[src/rtl/glb_sram_port_if.sv]
// One requester port of the global-buffer SRAM arbiter: req/gnt handshake,
// write payload, and the per-port read return.
interface glb_sram_port_if #(
  parameter int ADDR_WIDTH = 11,
  parameter int DATA_WIDTH = 64
);
  logic                    req;
  logic                    wen;
  logic [ADDR_WIDTH-1:0]   addr;
  logic [DATA_WIDTH-1:0]   wdata;
  logic [DATA_WIDTH/8-1:0] wstrb;
  logic                    gnt;
  logic                    rd_valid;
  logic [DATA_WIDTH-1:0]   rd_data;

  modport master (
    output req, wen, addr, wdata, wstrb,
    input  gnt, rd_valid, rd_data
  );

  modport slave (
    input  req, wen, addr, wdata, wstrb,
    output gnt, rd_valid, rd_data
  );
endinterface

[src/rtl/glb_sram_arbiter.sv]
// Init sequencer and two-port round-robin arbiter for a single-port
// global-buffer SRAM macro with active-low CEB/WEB/BWEB pins.
module glb_sram_arbiter #(
  parameter int ADDR_WIDTH = 11,
  parameter int DATA_WIDTH = 64,
  parameter bit INIT_EN    = 1'b1
) (
  input  logic                  i_clk,
  input  logic                  i_reset_n,
  glb_sram_port_if.slave        p0,
  glb_sram_port_if.slave        p1,
  output logic                  o_init_done,
  output logic                  o_mem_ceb,
  output logic                  o_mem_web,
  output logic [ADDR_WIDTH-1:0] o_mem_a,
  output logic [DATA_WIDTH-1:0] o_mem_d,
  output logic [DATA_WIDTH-1:0] o_mem_bweb,
  input  logic [DATA_WIDTH-1:0] i_mem_q
);

  localparam int                    STRB_W    = DATA_WIDTH / 8;
  localparam logic [ADDR_WIDTH-1:0] LAST_ADDR = '1;

  typedef enum logic {
    ST_CLEAR = 1'b0,
    ST_RUN   = 1'b1
  } state_t;

  function automatic logic [DATA_WIDTH-1:0] strb_to_bweb(
    input logic [STRB_W-1:0] strb
  );
    logic [DATA_WIDTH-1:0] bweb;
    bweb = '1;
    for (int b = 0; b < STRB_W; b++) begin
      bweb[b*8 +: 8] = {8{~strb[b]}};
    end
    return bweb;
  endfunction

  state_t                r_state;
  state_t                w_state_nxt;
  logic [ADDR_WIDTH-1:0] r_clr_cnt;
  logic [ADDR_WIDTH-1:0] w_clr_cnt_nxt;
  logic                  r_last_gnt;
  logic                  r_init_done;
  logic                  r_p0_rd_vld_p1;
  logic                  r_p1_rd_vld_p1;
  logic                  w_gnt0;
  logic                  w_gnt1;

  // Stage p0 -> p1: state, arbitration history and read-valid return
  always_ff @(posedge i_clk) begin
    if (!i_reset_n) begin
      r_state        <= INIT_EN ? ST_CLEAR : ST_RUN;
      r_clr_cnt      <= '0;
      r_last_gnt     <= 1'b1;
      r_init_done    <= 1'b0;
      r_p0_rd_vld_p1 <= 1'b0;
      r_p1_rd_vld_p1 <= 1'b0;
    end else begin
      r_state        <= w_state_nxt;
      r_clr_cnt      <= w_clr_cnt_nxt;
      r_init_done    <= (w_state_nxt == ST_RUN);
      r_p0_rd_vld_p1 <= w_gnt0 & ~p0.wen;
      r_p1_rd_vld_p1 <= w_gnt1 & ~p1.wen;
      if (w_gnt0) begin
        r_last_gnt <= 1'b0;
      end else if (w_gnt1) begin
        r_last_gnt <= 1'b1;
      end
    end
  end

  // The macro pins are gated by reset so the array sees no access while held.
  always_comb begin
    w_state_nxt   = r_state;
    w_clr_cnt_nxt = r_clr_cnt;
    w_gnt0        = 1'b0;
    w_gnt1        = 1'b0;
    o_mem_ceb     = 1'b1;
    o_mem_web     = 1'b1;
    o_mem_a       = '0;
    o_mem_d       = '0;
    o_mem_bweb    = '1;
    if (i_reset_n) begin
      case (r_state)
        ST_CLEAR: begin
          o_mem_ceb     = 1'b0;
          o_mem_web     = 1'b0;
          o_mem_bweb    = '0;
          o_mem_a       = r_clr_cnt;
          w_clr_cnt_nxt = r_clr_cnt + 1'b1;
          if (r_clr_cnt == LAST_ADDR) begin
            w_state_nxt   = ST_RUN;
            w_clr_cnt_nxt = '0;
          end
        end
        ST_RUN: begin
          w_gnt0 = p0.req & (~p1.req | r_last_gnt);
          w_gnt1 = p1.req & (~p0.req | ~r_last_gnt);
          if (w_gnt0) begin
            o_mem_ceb  = 1'b0;
            o_mem_web  = ~p0.wen;
            o_mem_a    = p0.addr;
            o_mem_d    = p0.wdata;
            o_mem_bweb = p0.wen ? strb_to_bweb(p0.wstrb) : '1;
          end else if (w_gnt1) begin
            o_mem_ceb  = 1'b0;
            o_mem_web  = ~p1.wen;
            o_mem_a    = p1.addr;
            o_mem_d    = p1.wdata;
            o_mem_bweb = p1.wen ? strb_to_bweb(p1.wstrb) : '1;
          end
        end
        default: begin
          w_state_nxt = ST_RUN;
        end
      endcase
    end
  end

  assign p0.gnt      = w_gnt0;
  assign p1.gnt      = w_gnt1;
  assign p0.rd_valid = r_p0_rd_vld_p1;
  assign p1.rd_valid = r_p1_rd_vld_p1;
  assign p0.rd_data  = i_mem_q;
  assign p1.rd_data  = i_mem_q;
  assign o_init_done = r_init_done;

endmodule

[src/flat_wrapper.sv]
// flat-port wrapper written by rule: the top's interface ports become plain ports
module glb_sram_arbiter_flat 
#(
  parameter int ADDR_WIDTH = 11,
  parameter int DATA_WIDTH = 64,
  parameter bit INIT_EN    = 1'b1
)
  (i_clk, i_reset_n, o_init_done, o_mem_ceb, o_mem_web, o_mem_a, o_mem_d, o_mem_bweb, i_mem_q, p0_req, p0_wen, p0_addr, p0_wdata, p0_wstrb, p0_gnt, p0_rd_valid, p0_rd_data, p1_req, p1_wen, p1_addr, p1_wdata, p1_wstrb, p1_gnt, p1_rd_valid, p1_rd_data);
  glb_sram_port_if #(.ADDR_WIDTH(ADDR_WIDTH), .DATA_WIDTH(DATA_WIDTH)) p0_i ();
  glb_sram_port_if #(.ADDR_WIDTH(ADDR_WIDTH), .DATA_WIDTH(DATA_WIDTH)) p1_i ();
  input  logic i_clk;
  input  logic i_reset_n;
  output logic o_init_done;
  output logic o_mem_ceb;
  output logic o_mem_web;
  output logic [ADDR_WIDTH-1:0] o_mem_a;
  output logic [DATA_WIDTH-1:0] o_mem_d;
  output logic [DATA_WIDTH-1:0] o_mem_bweb;
  input  logic [DATA_WIDTH-1:0] i_mem_q;
  input wire logic [$bits(p0_i.req)-1:0] p0_req;
  input wire logic [$bits(p0_i.wen)-1:0] p0_wen;
  input wire logic [$bits(p0_i.addr)-1:0] p0_addr;
  input wire logic [$bits(p0_i.wdata)-1:0] p0_wdata;
  input wire logic [$bits(p0_i.wstrb)-1:0] p0_wstrb;
  output wire logic [$bits(p0_i.gnt)-1:0] p0_gnt;
  output wire logic [$bits(p0_i.rd_valid)-1:0] p0_rd_valid;
  output wire logic [$bits(p0_i.rd_data)-1:0] p0_rd_data;
  input wire logic [$bits(p1_i.req)-1:0] p1_req;
  input wire logic [$bits(p1_i.wen)-1:0] p1_wen;
  input wire logic [$bits(p1_i.addr)-1:0] p1_addr;
  input wire logic [$bits(p1_i.wdata)-1:0] p1_wdata;
  input wire logic [$bits(p1_i.wstrb)-1:0] p1_wstrb;
  output wire logic [$bits(p1_i.gnt)-1:0] p1_gnt;
  output wire logic [$bits(p1_i.rd_valid)-1:0] p1_rd_valid;
  output wire logic [$bits(p1_i.rd_data)-1:0] p1_rd_data;
  assign p0_i.req = p0_req;
  assign p0_i.wen = p0_wen;
  assign p0_i.addr = p0_addr;
  assign p0_i.wdata = p0_wdata;
  assign p0_i.wstrb = p0_wstrb;
  assign p0_gnt = p0_i.gnt;
  assign p0_rd_valid = p0_i.rd_valid;
  assign p0_rd_data = p0_i.rd_data;
  assign p1_i.req = p1_req;
  assign p1_i.wen = p1_wen;
  assign p1_i.addr = p1_addr;
  assign p1_i.wdata = p1_wdata;
  assign p1_i.wstrb = p1_wstrb;
  assign p1_gnt = p1_i.gnt;
  assign p1_rd_valid = p1_i.rd_valid;
  assign p1_rd_data = p1_i.rd_data;
  glb_sram_arbiter #(.ADDR_WIDTH(ADDR_WIDTH), .DATA_WIDTH(DATA_WIDTH), .INIT_EN(INIT_EN)) u_core (.i_clk(i_clk), .i_reset_n(i_reset_n), .p0(p0_i), .p1(p1_i), .o_init_done(o_init_done), .o_mem_ceb(o_mem_ceb), .o_mem_web(o_mem_web), .o_mem_a(o_mem_a), .o_mem_d(o_mem_d), .o_mem_bweb(o_mem_bweb), .i_mem_q(i_mem_q));
endmodule
[config.mk]
export PLATFORM = sky130hd
export DESIGN_NAME = glb_sram_arbiter_flat
export DESIGN_NICKNAME = d
export VERILOG_FILES = /design/src/rtl/glb_sram_port_if.sv /design/src/rtl/glb_sram_arbiter.sv /design/src/flat_wrapper.sv
export SDC_FILE = /design/constraint.sdc
export NUM_CORES = 1
export LEC_CHECK = 0
export CORE_AREA = 5 5 194 196
export CTS_CLUSTER_SIZE = 16
export DETAILED_ROUTE_END_ITERATION = 8
export DIE_AREA = 0 0 199 201
export PLACE_DENSITY_LB_ADDON = 0.1
export SYNTH_ARGS = -nofsm -noshare
export SYNTH_HDL_FRONTEND = slang
export SYNTH_SLANG_ARGS = --single-unit
[constraint.sdc]
create_clock -name i_clk -period 5.25 [get_ports i_clk]
set_clock_uncertainty 0.15 [all_clocks]
set_input_delay 1.05 -clock i_clk [delete_from_list [all_inputs] [get_ports i_clk]]
set_output_delay 1.05 -clock i_clk [all_outputs]
set_load 0.05 [all_outputs]
# Yosys cells after proc, flatten, opt, wreduce, memory -nomap -nowiden
# Cells that the tools add are included.
[op_classes]
n_eq_ne = 1
reduce_logical = 1
mux = 31
n_addsub = 1
n_bitwise = 28
[ops]
columns = ["cell", "n"]
rows = [
  ["two-way mux 64 bit", 9],
  ["case mux 64 bit (2 select lines)", 1],
  ["two-way mux 11 bit", 4],
  ["NOT 1 bit", 22],
  ["case mux 11 bit (2 select lines)", 1],
  ["two-way mux 1 bit", 14],
  ["adder 11 x 1 -> 11 bit (second input constant)", 1],
  ["equality test 11 bit (second input constant)", 1],
  ["AND 1 bit", 4],
  ["case mux 1 bit (2 select lines)", 2],
  ["bitwise OR 1 bit", 2],
  ["nonzero test 2 bit", 1],
]
[totals]
elab_cells = 67
output_inout_bits = 274
reg_bits = 15
input_bits = 236

# Depth between registers and ports, before layout
[logic_depth]
word_depth = 7
mapped_depth = 5
ltp_nobuf = 4

# Least setup slack after synthesis
# Ideal clock, no wire load.
[synth_timing]
path_type = "input-to-output"
start = "in p1_req"
end = "out o_mem_bweb[10]"
required_ps = 4050
stages = 5
arrival_ps = 3575
path_slack_ps = 475
path_buffers = 2
cell_sequence = "nor2b_1 buf_2 nor3b_1 o31ai_1 buf_4"
[synth_via]
elab_chain_len = 6
word_cells_on_any_way = 8
classes_between = "mux (4); bitwise (4)"
[synth_rtl]
columns = ["item", "line", "rtl"]
rows = [
  ["start: declaration", "flat_wrapper.sv:28", "input wire logic [$bits(p1_i.req)-1:0] p1_req;"],
  ["NOT 1 bit", "glb_sram_arbiter.sv:99", "w_gnt0 = p0.req & (~p1.req | r_last_gnt);"],
  ["bitwise OR 1 bit", "glb_sram_arbiter.sv:99", ""],
  ["AND 1 bit", "glb_sram_arbiter.sv:99", ""],
  ["two-way mux 64 bit (*)", "glb_sram_arbiter.sv:101", "if (w_gnt0) begin"],
  ["case mux 64 bit (2 select lines) (*)", "glb_sram_arbiter.sv:86", "case (r_state)"],
  ["two-way mux 64 bit (*)", "glb_sram_arbiter.sv:85", "if (i_reset_n) begin"],
  ["end: declaration", "flat_wrapper.sv:18", "output logic [DATA_WIDTH-1:0] o_mem_bweb;"],
]
# Every way passes the cells marked *; elsewhere a longest branch is shown, timed or not.

# Final worst setup path
[layout_timing]
start = "in p1_req"
end = "out o_mem_d[43]"
[layout_via]
elab_chain_len = 6
word_cells_on_any_way = 8
classes_between = "mux (4); bitwise (4)"
[layout_rtl]
columns = ["item", "line", "rtl"]
rows = [
  ["NOT 1 bit", "glb_sram_arbiter.sv:99", ""],
  ["bitwise OR 1 bit", "glb_sram_arbiter.sv:99", ""],
  ["AND 1 bit", "glb_sram_arbiter.sv:99", ""],
  ["two-way mux 64 bit (*)", "glb_sram_arbiter.sv:101", ""],
  ["two-way mux 64 bit (*)", "glb_sram_arbiter.sv:86", ""],
  ["two-way mux 64 bit (*)", "glb_sram_arbiter.sv:85", ""],
  ["end: declaration", "flat_wrapper.sv:17", "output logic [DATA_WIDTH-1:0] o_mem_d;"],
]
# Marks and branches as above.

==> impl_metrics.ini <==
[hold_path]
worstHoldEndpoint = u_core.r_clr_cnt[10]$_SDFFE_PN0N_
hold_class = register to register
hold_depth = 2
worstHoldStart = u_core.r_clr_cnt[10]$_SDFFE_PN0N_

[routing]
wl_mm = 19.1
drc_errors = 0
drt-initial-drc-count = 76
vias_per_cell = 3.33
dr.pass1.iters = 4
postRouteAntennaNets = 0
wl_per_cell_microns = 19.1
vias = 3328

[synth]
synth_nets = 637
yosys-top-cells-area = buf_4, a22o_1, dfxtp_1
yosysWarnings = 0
seq_area_frac_synth_pct = 9.38
synthArstFlopShare_pct = 0
synth_top_area_share_pct = 46.4
ys_seq_elements = 15
netlist_area_sq_mm = 0.00320
synth_cell_types = 39
synth.avg_cell_area_sq_um = 8.00
yosysTopAreaCell = buf_4
synth-edff-count = 0
syn_inst = 400
ys.flop_type = dfxtp_1

[clocking]
cts_num_sinks = 15
htree_num_levels = 1
cts_setup_buffers = 0
cts_resized = 0
cts_buffers = 3
cts_tree = built
hold_buffers = 0
worst_skew_pair.late_latency_ns = 0.25
ctsLongestPathBuffers = 2
cts_root_buffer = clkbuf_16
path_clk_slew_ns = 0.06

[power]
power_density_mw_per_mm2 = 95.6
finalPower_mw = 0.672
power_leakage_nw = 2.67
p_seq_share_pct = 17.7
switching_share_pct = 34.1
combPwrFrac_pct = 58.9
internal_power_mw = 0.443
clockPowerShare_pct = 23.3
irDropWorstVdd_mv = 0.130
p_sw_mw = 0.229

[critical_path]
critPathMaxFanout = 32
cpPeakStageDelay_ns = 0.52
cp_top_family = buffers and inverters
rr_endpoint = u_core.p0.rd_valid$_SDFF_PN0_
worstReg2RegStart = u_core.r_state$_SDFF_PN0_
crit_chain = clkdlybuf4s50_1 -> a21boi_1 -> and3_2 -> buf_4 -> a22o_1 -> buf_12
cp.required_ns = 4.05
startpoint_type = input pin
crit_arrival_ns = 3.18
path_buf_inv = 3
cp-end-kind = output pin
cpMaxStageDelayCell = clkdlybuf4s50_1
r2r.worst_path.cells = 4
critPathKind = input pin to output pin
rrSetupSlack_ns = 3.28

[final_layout]
fillers = 3961
nNetsFinal = 767
layout_common_cells = clkdlybuf4s50_1, buf_12, a22o_1, buf_4, dfxtp_1
final_common_cell = clkdlybuf4s50_1
finalNonFillerCells = 998
area_growth_pct = 120
final_util_pct = 19.6
drive_above_1_share_pct = 31.6
fin_area_sq_mm = 0.00704

[floorplanning]
coreArea_sq_mm = 0.0359
io_pins = 510
die_height_microns = 201
die_area_sq_mm = 0.0400
fp-row-count = 70
die_w_microns = 199
start_util_pct = 8.92

[grt]
antenna_found_initial = 1
grt_max_degree = 75
grt_usage_pct = 8.77
grt_pass1_vias = 3747
grt_pass1_wl_mm = 26.9
grt_overflow = 0

[timing]
drv_slew = 0
min_period_over_period_pct = 83.5
tns_ns = 0
hold_viol = 0
rsz0062_at_grt = false
fmaxAchievable_mhz = 228
worstMarginPinSlew_ns = 0.576
max_slew_margin_pct = 61.5
worst_hold_slack_ns = 0.358
worst_slack_ns = 0.868
fin_crit_ns = 4.38
setup_viol = 0

[placed_design]
dp.final_hpwl_mm = 16.5
io_buffer_count = 317
placed_cells = 993
dpl_cell_area_sq_mm = 0.00695
dp_slack_ns = 0.848
place_congestion = 0.765

[status]
status = finished, final reports clean

[run]
maxCapViolations = 0
## tightest hold or removal path, delay by kind of cell, from the launching register on
kind,cells,cell delay [ns]
compound gates,2,0.13
flops,1,0.33
## per-layer routing
metal	up-vias	global-route usage [%]	part of all wire, %
li1	1508	-	-
met5	-	0	0
met1	1520	9.55	36
met3	30	3.79	12
met2	270	15.6	50
met4	0	2.17	1.7
## worst max-delay path by stage
| stage | start | end | slack, ns | cells past startpoint |
|---|---|---|---|---|
| floorplan | p1_req | o_mem_bweb[10] | 0.47 | 5 |
| global placement | p1_req | o_mem_d[20] | 0.82 | 6 |
| detailed placement | p1_req | o_mem_d[20] | 0.85 | 6 |
| CTS | p1_req | o_mem_d[20] | 0.84 | 6 |
| global route | p1_req | o_mem_d[20] | 0.74 | 6 |
| finish | p1_req | o_mem_d[43] | 0.87 | 6 |
## final cells by class
type	instances	area [sq um]	share of cell area, %
clock inverters	1	7.51	0.107
repair buffers	331	4680	66.5
flip-flops and latches	15	300	4.27
well taps	468	586	8.32
clock buffers	3	75.1	1.07
diodes	1	2.50	0.0356
multi-input cells	176	1380	19.6
inverters	3	11.3	0.160
## flip-flops by register name, summed over array words and instances (netlist names)
signal and count:
u_core.r_last_gnt 1, u_core.r_clr_cnt 11, u_core.r_state 1, u_core.p1.rd_valid 1
u_core.p0.rd_valid 1
## cells in the mapped netlist, types with 3 or more instances
cell type and count:
a221o_1 8, nor3b_1 11, o31a_1 3, a22o_1 64
o31ai_1 13, and2_1 8, or4_1 4, buf_2 4
clkbuf_1 4, nand2_1 6, nor2b_1 6, nor2_1 5
and3_1 13, o21ai_0 4, dfxtp_1 15, inv_1 3
a21oi_1 5, buf_4 198
## cell families (layout without fill, tap and decap cells)
family / Yosys count / after routing / share of synthesized area (%)
xor+xnor: 3 / 3 / 0.821
flops: 15 / 15 / 9.38
buf+inv: 209 / 338 / 47.9
other cells: 0 / 1 / 0
simple gates: 68 / 68 / 13.9
compound gates: 104 / 104 / 27.6
fa+ha+maj: 1 / 1 / 0.391
## power groups by stage
stage	registers [mW]	logic, mW	clock network (mW)
3_5_place_dp	0.122	0.401	0
4_1_cts	0.119	0.402	0.164
6_report	0.119	0.396	0.157
3_3_place_gp	0.122	0.400	0
2_1_floorplan	0.120	0.421	0
5_1_grt	0.119	0.414	0.167
No activity file was read; power rests on OpenSTA's default activity.
==> edit 1, RTL diff (same flow settings) <==
`ADDR_WIDTH` is set to 11 in 3 places; all go to 10.
--- a/src/rtl/glb_sram_port_if.sv
+++ b/src/rtl/glb_sram_port_if.sv
@@ -1,7 +1,7 @@
 // One requester port of the global-buffer SRAM arbiter: req/gnt handshake,
 // write payload, and the per-port read return.
 interface glb_sram_port_if #(
-  parameter int ADDR_WIDTH = 11,
+  parameter int ADDR_WIDTH = 10,
   parameter int DATA_WIDTH = 64
 );
   logic                    req;
--- a/src/rtl/glb_sram_arbiter.sv
+++ b/src/rtl/glb_sram_arbiter.sv
@@ -1,7 +1,7 @@
 // Init sequencer and two-port round-robin arbiter for a single-port
 // global-buffer SRAM macro with active-low CEB/WEB/BWEB pins.
 module glb_sram_arbiter #(
-  parameter int ADDR_WIDTH = 11,
+  parameter int ADDR_WIDTH = 10,
   parameter int DATA_WIDTH = 64,
   parameter bit INIT_EN    = 1'b1
 ) (
--- a/src/flat_wrapper.sv
+++ b/src/flat_wrapper.sv
@@ -1,7 +1,7 @@
 // flat-port wrapper written by rule: the top's interface ports become plain ports
 module glb_sram_arbiter_flat 
 #(
-  parameter int ADDR_WIDTH = 11,
+  parameter int ADDR_WIDTH = 10,
   parameter int DATA_WIDTH = 64,
   parameter bit INIT_EN    = 1'b1
 )
Ports: changed (resized o_mem_a, p0_addr and p1_addr); port bits go from 510 to 507. No check against the original RTL was run, so the function may have changed too.
==> edit 1 against the original RTL <==
- hold slack better by 0.013 ns
- worst setup slack worse by 0.051 ns
- sequential cell count is 1 lower
- synthesized area is 6.1% lower
- sequential power is 6% lower
- critical path depth is 2 lower
- routed wire length is 4.3% lower
- non-clock buffer count is 9 lower
- first-iteration DRC count is 59% higher
- power is 4.1% higher
- via count is 7.1% lower
- final area is 11% lower
- largest power group unchanged
==> edit 1: results (changes against the original RTL) <==
Max layer used: met4 (unchanged)
Post-synthesis sequential area ratio: 9.318% (was 9.379%)
Root Driver: clkbuf_16 (unchanged)
Syn_nets: 608 (was 637)
Leakage: 2.421 nW (was 2.667 nW)
Cts bufs inserted: 3 (unchanged)
Routed wl met3: 1947 um (was 2265 um)
First-pass iteration count of the detailed router: 6 (was 4)
Primary FF master, synth: dfxtp_1 (unchanged)
Worst IR Drop VDD: 75.05 uV (was 130.0 uV)
Clk_lat worst skew: 0.25 ns (about the same)
Synth cell types: 40 (was 39)
Pin count of the biggest net entering global routing: 77 (was 75)
I/O Buffers: 314 (was 317)
Hold Crit Class: flop to flop (unchanged)
Post-CTS Resized: 0 (unchanged)
Outcome: complete, no violations (unchanged)
Post-place instance area: 6201 sq um (was 6950 sq um)
Via count: 3093 (was 3328)
Clock-pin slew on the worst setup and hold paths: 0.05 ns
Async S/R FF share, synth: 0% (unchanged)
Detailed-route wire length: 18250 um (was 19060 um)
WL met1: 6072 um (was 6950 um)
WP data arrival: 3.23 ns (was 3.18 ns)
Layout cells sized above 1: 32.32% (was 31.57%)
Top cells by area, synth: buf_4 (47%), a22o_1 (19%), dfxtp_1 (9.3%) (was buf_4 (46%), a22o_1 (18%), dfxtp_1 (9.4%))
Gr usage total: 8.164% (was 8.774%)
Commonest cells post-synth: buf_4 (187), a22o_1 (64), buf_2 (15) (was buf_4 (198), a22o_1 (64), dfxtp_1 (15))
Detailed Place HPWL: 15780 um (was 16520 um)
Worst Tran Pin Value: 0.8332 ns (was 0.5762 ns)
Post-CTS setup buffer count: 0 (unchanged)
CTS H-tree depth: 1 (unchanged)
Synthesis Warnings: 0 (unchanged)
Routed wl met2: 9779 um (was 9508 um)
NumNets Final: 731 (was 767)
Dpl ws: 0.7639 ns (was 0.8481 ns)
1st-iter DRT viols: 121 (was 76)
CP Max Fanout: 17 (was 32)
Initial antenna violation count: 0 (was 1)
Number of flip-flops in the largest register: 10 (was 11)
Ant diodes: 0 (was 1)
CTS Buffer Depth: 2 (unchanged)
First-pass GRT wire length: 24760 um (was 26940 um)
Gpl congestion: 0.7999 (was 0.7654)
Vias in the first global route: 3305 (was 3747)
Register with the most flip-flops: u_core.r_clr_cnt (unchanged)
edit 1: report_power, final:
part / internal, mW / switching (mW)
Combinational: 0.218 / 0.204
Sequential: 0.108 / 0.00407
Clock: 0.116 / 0.0496
Total: 0.442 / 0.258
edit 1: metal layers:
layer / up-vias / global-route usage (%)
met3: 29 / 3.038
met4: 0 / 1.979
met5: - / 0
met2: 233 / 15.92
li1: 1394 / -
met1: 1437 / 8.028
edit 1: layout make-up:
type,count,area [sq um]
fill,3943,29620
timing repair buffer,322,4081
multi-input combinational,150,1235
tap,468,585.6
sequential,14,280.3
clock buffer,4,88.84
inverter,5,18.77
edit 1: kinds of logic (layout without fill, tap and decap cells):
logic type / count (synthesis) / after routing / share of synthesized area [%]
buffers and inverters: 209 / 331 / 50.04
AOI/OAI and AO/OA: 100 / 100 / 28.12
and+or+nand+nor: 45 / 45 / 10.94
DFF: 14 / 14 / 9.318
xor gates and xnor gates: 4 / 4 / 1.165
adders and majority gates: 1 / 1 / 0.4159
edit 1: final timing paths:
kind	cells after the start	slack, ns	from	end
max	4	0.82	i_reset_n	o_mem_bweb[10]
min	2	0.37	u_core.r_clr_cnt[7]	u_core.r_clr_cnt[7]
max reg2reg	4	3.36	u_core.r_clr_cnt[1]	u_core.r_clr_cnt[0]
min reg2reg	2	0.37	u_core.r_clr_cnt[7]	u_core.r_clr_cnt[7]
edit 1: stage by stage:
| stage | power [mW] | hold WS (ns) | std cells |
|---|---|---|---|
| floorplan | 0.5748 | 0.3256 | 373 |
| global placement | 0.5417 | 0.3608 | 959 |
| global route | 0.7254 | 0.4071 | 963 |
| detailed placement | 0.5409 | 0.3619 | 959 |
| CTS | 0.7097 | 0.3763 | 963 |
| finish | 0.7003 | 0.3713 | 963 |
edit 1: worst max-delay path: stages:
cell,delay [ns]
clkdlybuf4s50_1,0.60
and2b_1,0.48
a221oi_1,0.76
buf_4,0.33
==> edit 2, RTL diff (config.mk and constraints unchanged) <==
Without the edit above. Reset style: asynchronous (`i_reset_n`), changed in one clocked block.
--- a/src/rtl/glb_sram_arbiter.sv
+++ b/src/rtl/glb_sram_arbiter.sv
@@ -49,7 +49,7 @@
   logic                  w_gnt1;
 
   // Stage p0 -> p1: state, arbitration history and read-valid return
-  always_ff @(posedge i_clk) begin
+  always_ff @(posedge i_clk or negedge i_reset_n) begin
     if (!i_reset_n) begin
       r_state        <= INIT_EN ? ST_CLEAR : ST_RUN;
       r_clr_cnt      <= '0;
Function: same outputs for any inputs over 4 cycles, from zero or initial values and one cycle with i_reset_n low; that may be too few to reach the edited logic, so the function may still have changed.
==> edit 2 against the original RTL <==
- global-route usage about the same
- worst setup slack got worse by 0.11 ns
- synthesized area is 2.7% lower
- final area down 0.87%
- sequential cell count unchanged
- routed wire length grew 0.68%
- critical path type unchanged
Power is not compared: it rests on default switching activity, and its combinational part moved more than twofold at a synthesized area within 25%.
==> edit 2: results (changes against the original RTL) <==
Outcome: complete, no violations (unchanged)
CP Max Fanout: 8 (was 32)
1st-iter DRT viols: 82 (was 76)
Commonest cells post-synth: buf_4 (186), a22o_1 (74), dfrtp_1 (14) (was buf_4 (198), a22o_1 (64), dfxtp_1 (15))
Max incr delay on CP: 1.20 ns (was 0.52 ns)
Detailed-route wire length: 19190 um (was 19060 um)
Flop2flop setup slack: 3.32 ns (was 3.28 ns)
Post-place instance area: 6892 sq um (was 6950 sq um)
Gr usage total: 8.797% (was 8.774%)
Vias in the first global route: 3442 (was 3747)
Worst Tran Pin Value: 1.489 ns (was 0.5762 ns)
Syn_nets: 615 (was 637)
R2R depth: 5 (was 4)
Worst R2R End: u_core.p1.rd_valid (was u_core.p0.rd_valid)
WP data arrival: 3.29 ns (was 3.18 ns)
Synth cell types: 30 (was 39)
Gpl congestion: 0.7720 (was 0.7654)
Fillers: 3907 (was 3961)
CP startpoint: p0_req (was p1_req)
Slowest CP cell: a221oi_2 (was clkdlybuf4s50_1)
Detailed Place HPWL: 17030 um (was 16520 um)
Dpl ws: 0.7157 ns (was 0.8481 ns)
Async S/R FF share, synth: 100.0% (was 0%)
Vias per std cell: 3.206 (was 3.335)
Pin count of the biggest net entering global routing: 42 (was 75)
edit 2: cell types whose count changed in the layout (fill, tap and decap cells not counted), sizes merged, moves of 6 or more:
cell,before,now
dfxtp,15,0
dfrtp,0,14
a21o,0,13
nor3b,12,0
o31ai,13,2
a22o,64,74
a221oi,0,8
and2,9,1
and3,13,6
a221o,8,2
edit 2: power breakdown:
group          internal (mW)  switching (mW)
sequential             0.119         0.00168
clock                  0.102          0.0592
combinational          0.435           0.432
total                  0.657           0.493
edit 2: layout make-up:
class | instances | area [sq um] | area share [%]
Antenna cell | 1 | 2.502 | 0.03588
Clock buffer | 3 | 75.07 | 1.076
Clock inverter | 1 | 5.005 | 0.07176
Inverter | 2 | 7.507 | 0.1076
Multi-Input combinational cell | 152 | 1182 | 16.95
Sequential cell | 15 | 376.6 | 5.400
Tap cell | 468 | 585.6 | 8.396
Timing Repair Buffer | 336 | 4740 | 67.96
edit 2: per-layer routing:
layer  wire, um  track usage, %  share of wire (%)
met5         13               0              0.068
met4        594           3.200                3.1
met3       1996           3.072                 10
met2      10280           16.87                 54
met1       6299           8.566                 33
edit 2: cells by family after synthesis:
family / after synthesis / share of synthesized area [%]
AOI/OAI and AO/OA: 107 / 28.77
DFF: 15 / 12.09
adders and majority gates: 1 / 0.4017
buffers and inverters: 211 / 50.46
xor gates and xnor gates: 6 / 1.687
and+or+nand+nor: 38 / 6.589
edit 2: how the worst min path moves through the flow:
stage | startpoint | to | depth (start not counted)
floorplan | u_core.r_clr_cnt[10] | u_core.r_clr_cnt[10] | 1
global placement | u_core.r_clr_cnt[10] | u_core.r_clr_cnt[10] | 1
detailed placement | u_core.r_clr_cnt[10] | u_core.r_clr_cnt[10] | 1
CTS | u_core.r_clr_cnt[10] | u_core.r_clr_cnt[10] | 1
global route | u_core.r_clr_cnt[10] | u_core.r_clr_cnt[10] | 1
finish | u_core.r_clr_cnt[10] | u_core.r_clr_cnt[10] | 1
edit 2: per-stage QoR:
stage	hold slack [ns]	utilization, %	std cells	power, mW
2_1_floorplan	0.3064	-	378	0.7813
3_3_place_gp	0.3539	19.17	973	1.005
3_5_place_dp	0.3563	19.19	973	1.003
4_1_cts	0.3641	19.41	977	1.171
5_1_grt	0.3843	19.41	977	1.190
6_report	0.3580	19.42	978	1.150
edit 2: worst max-delay path: cells and delay by family:
| kind | cells | cell delay, ns |
|---|---|---|
| compound gates | 2 | 1.35 |
| buf+inv | 2 | 0.68 |
| simple gates | 1 | 0.21 |
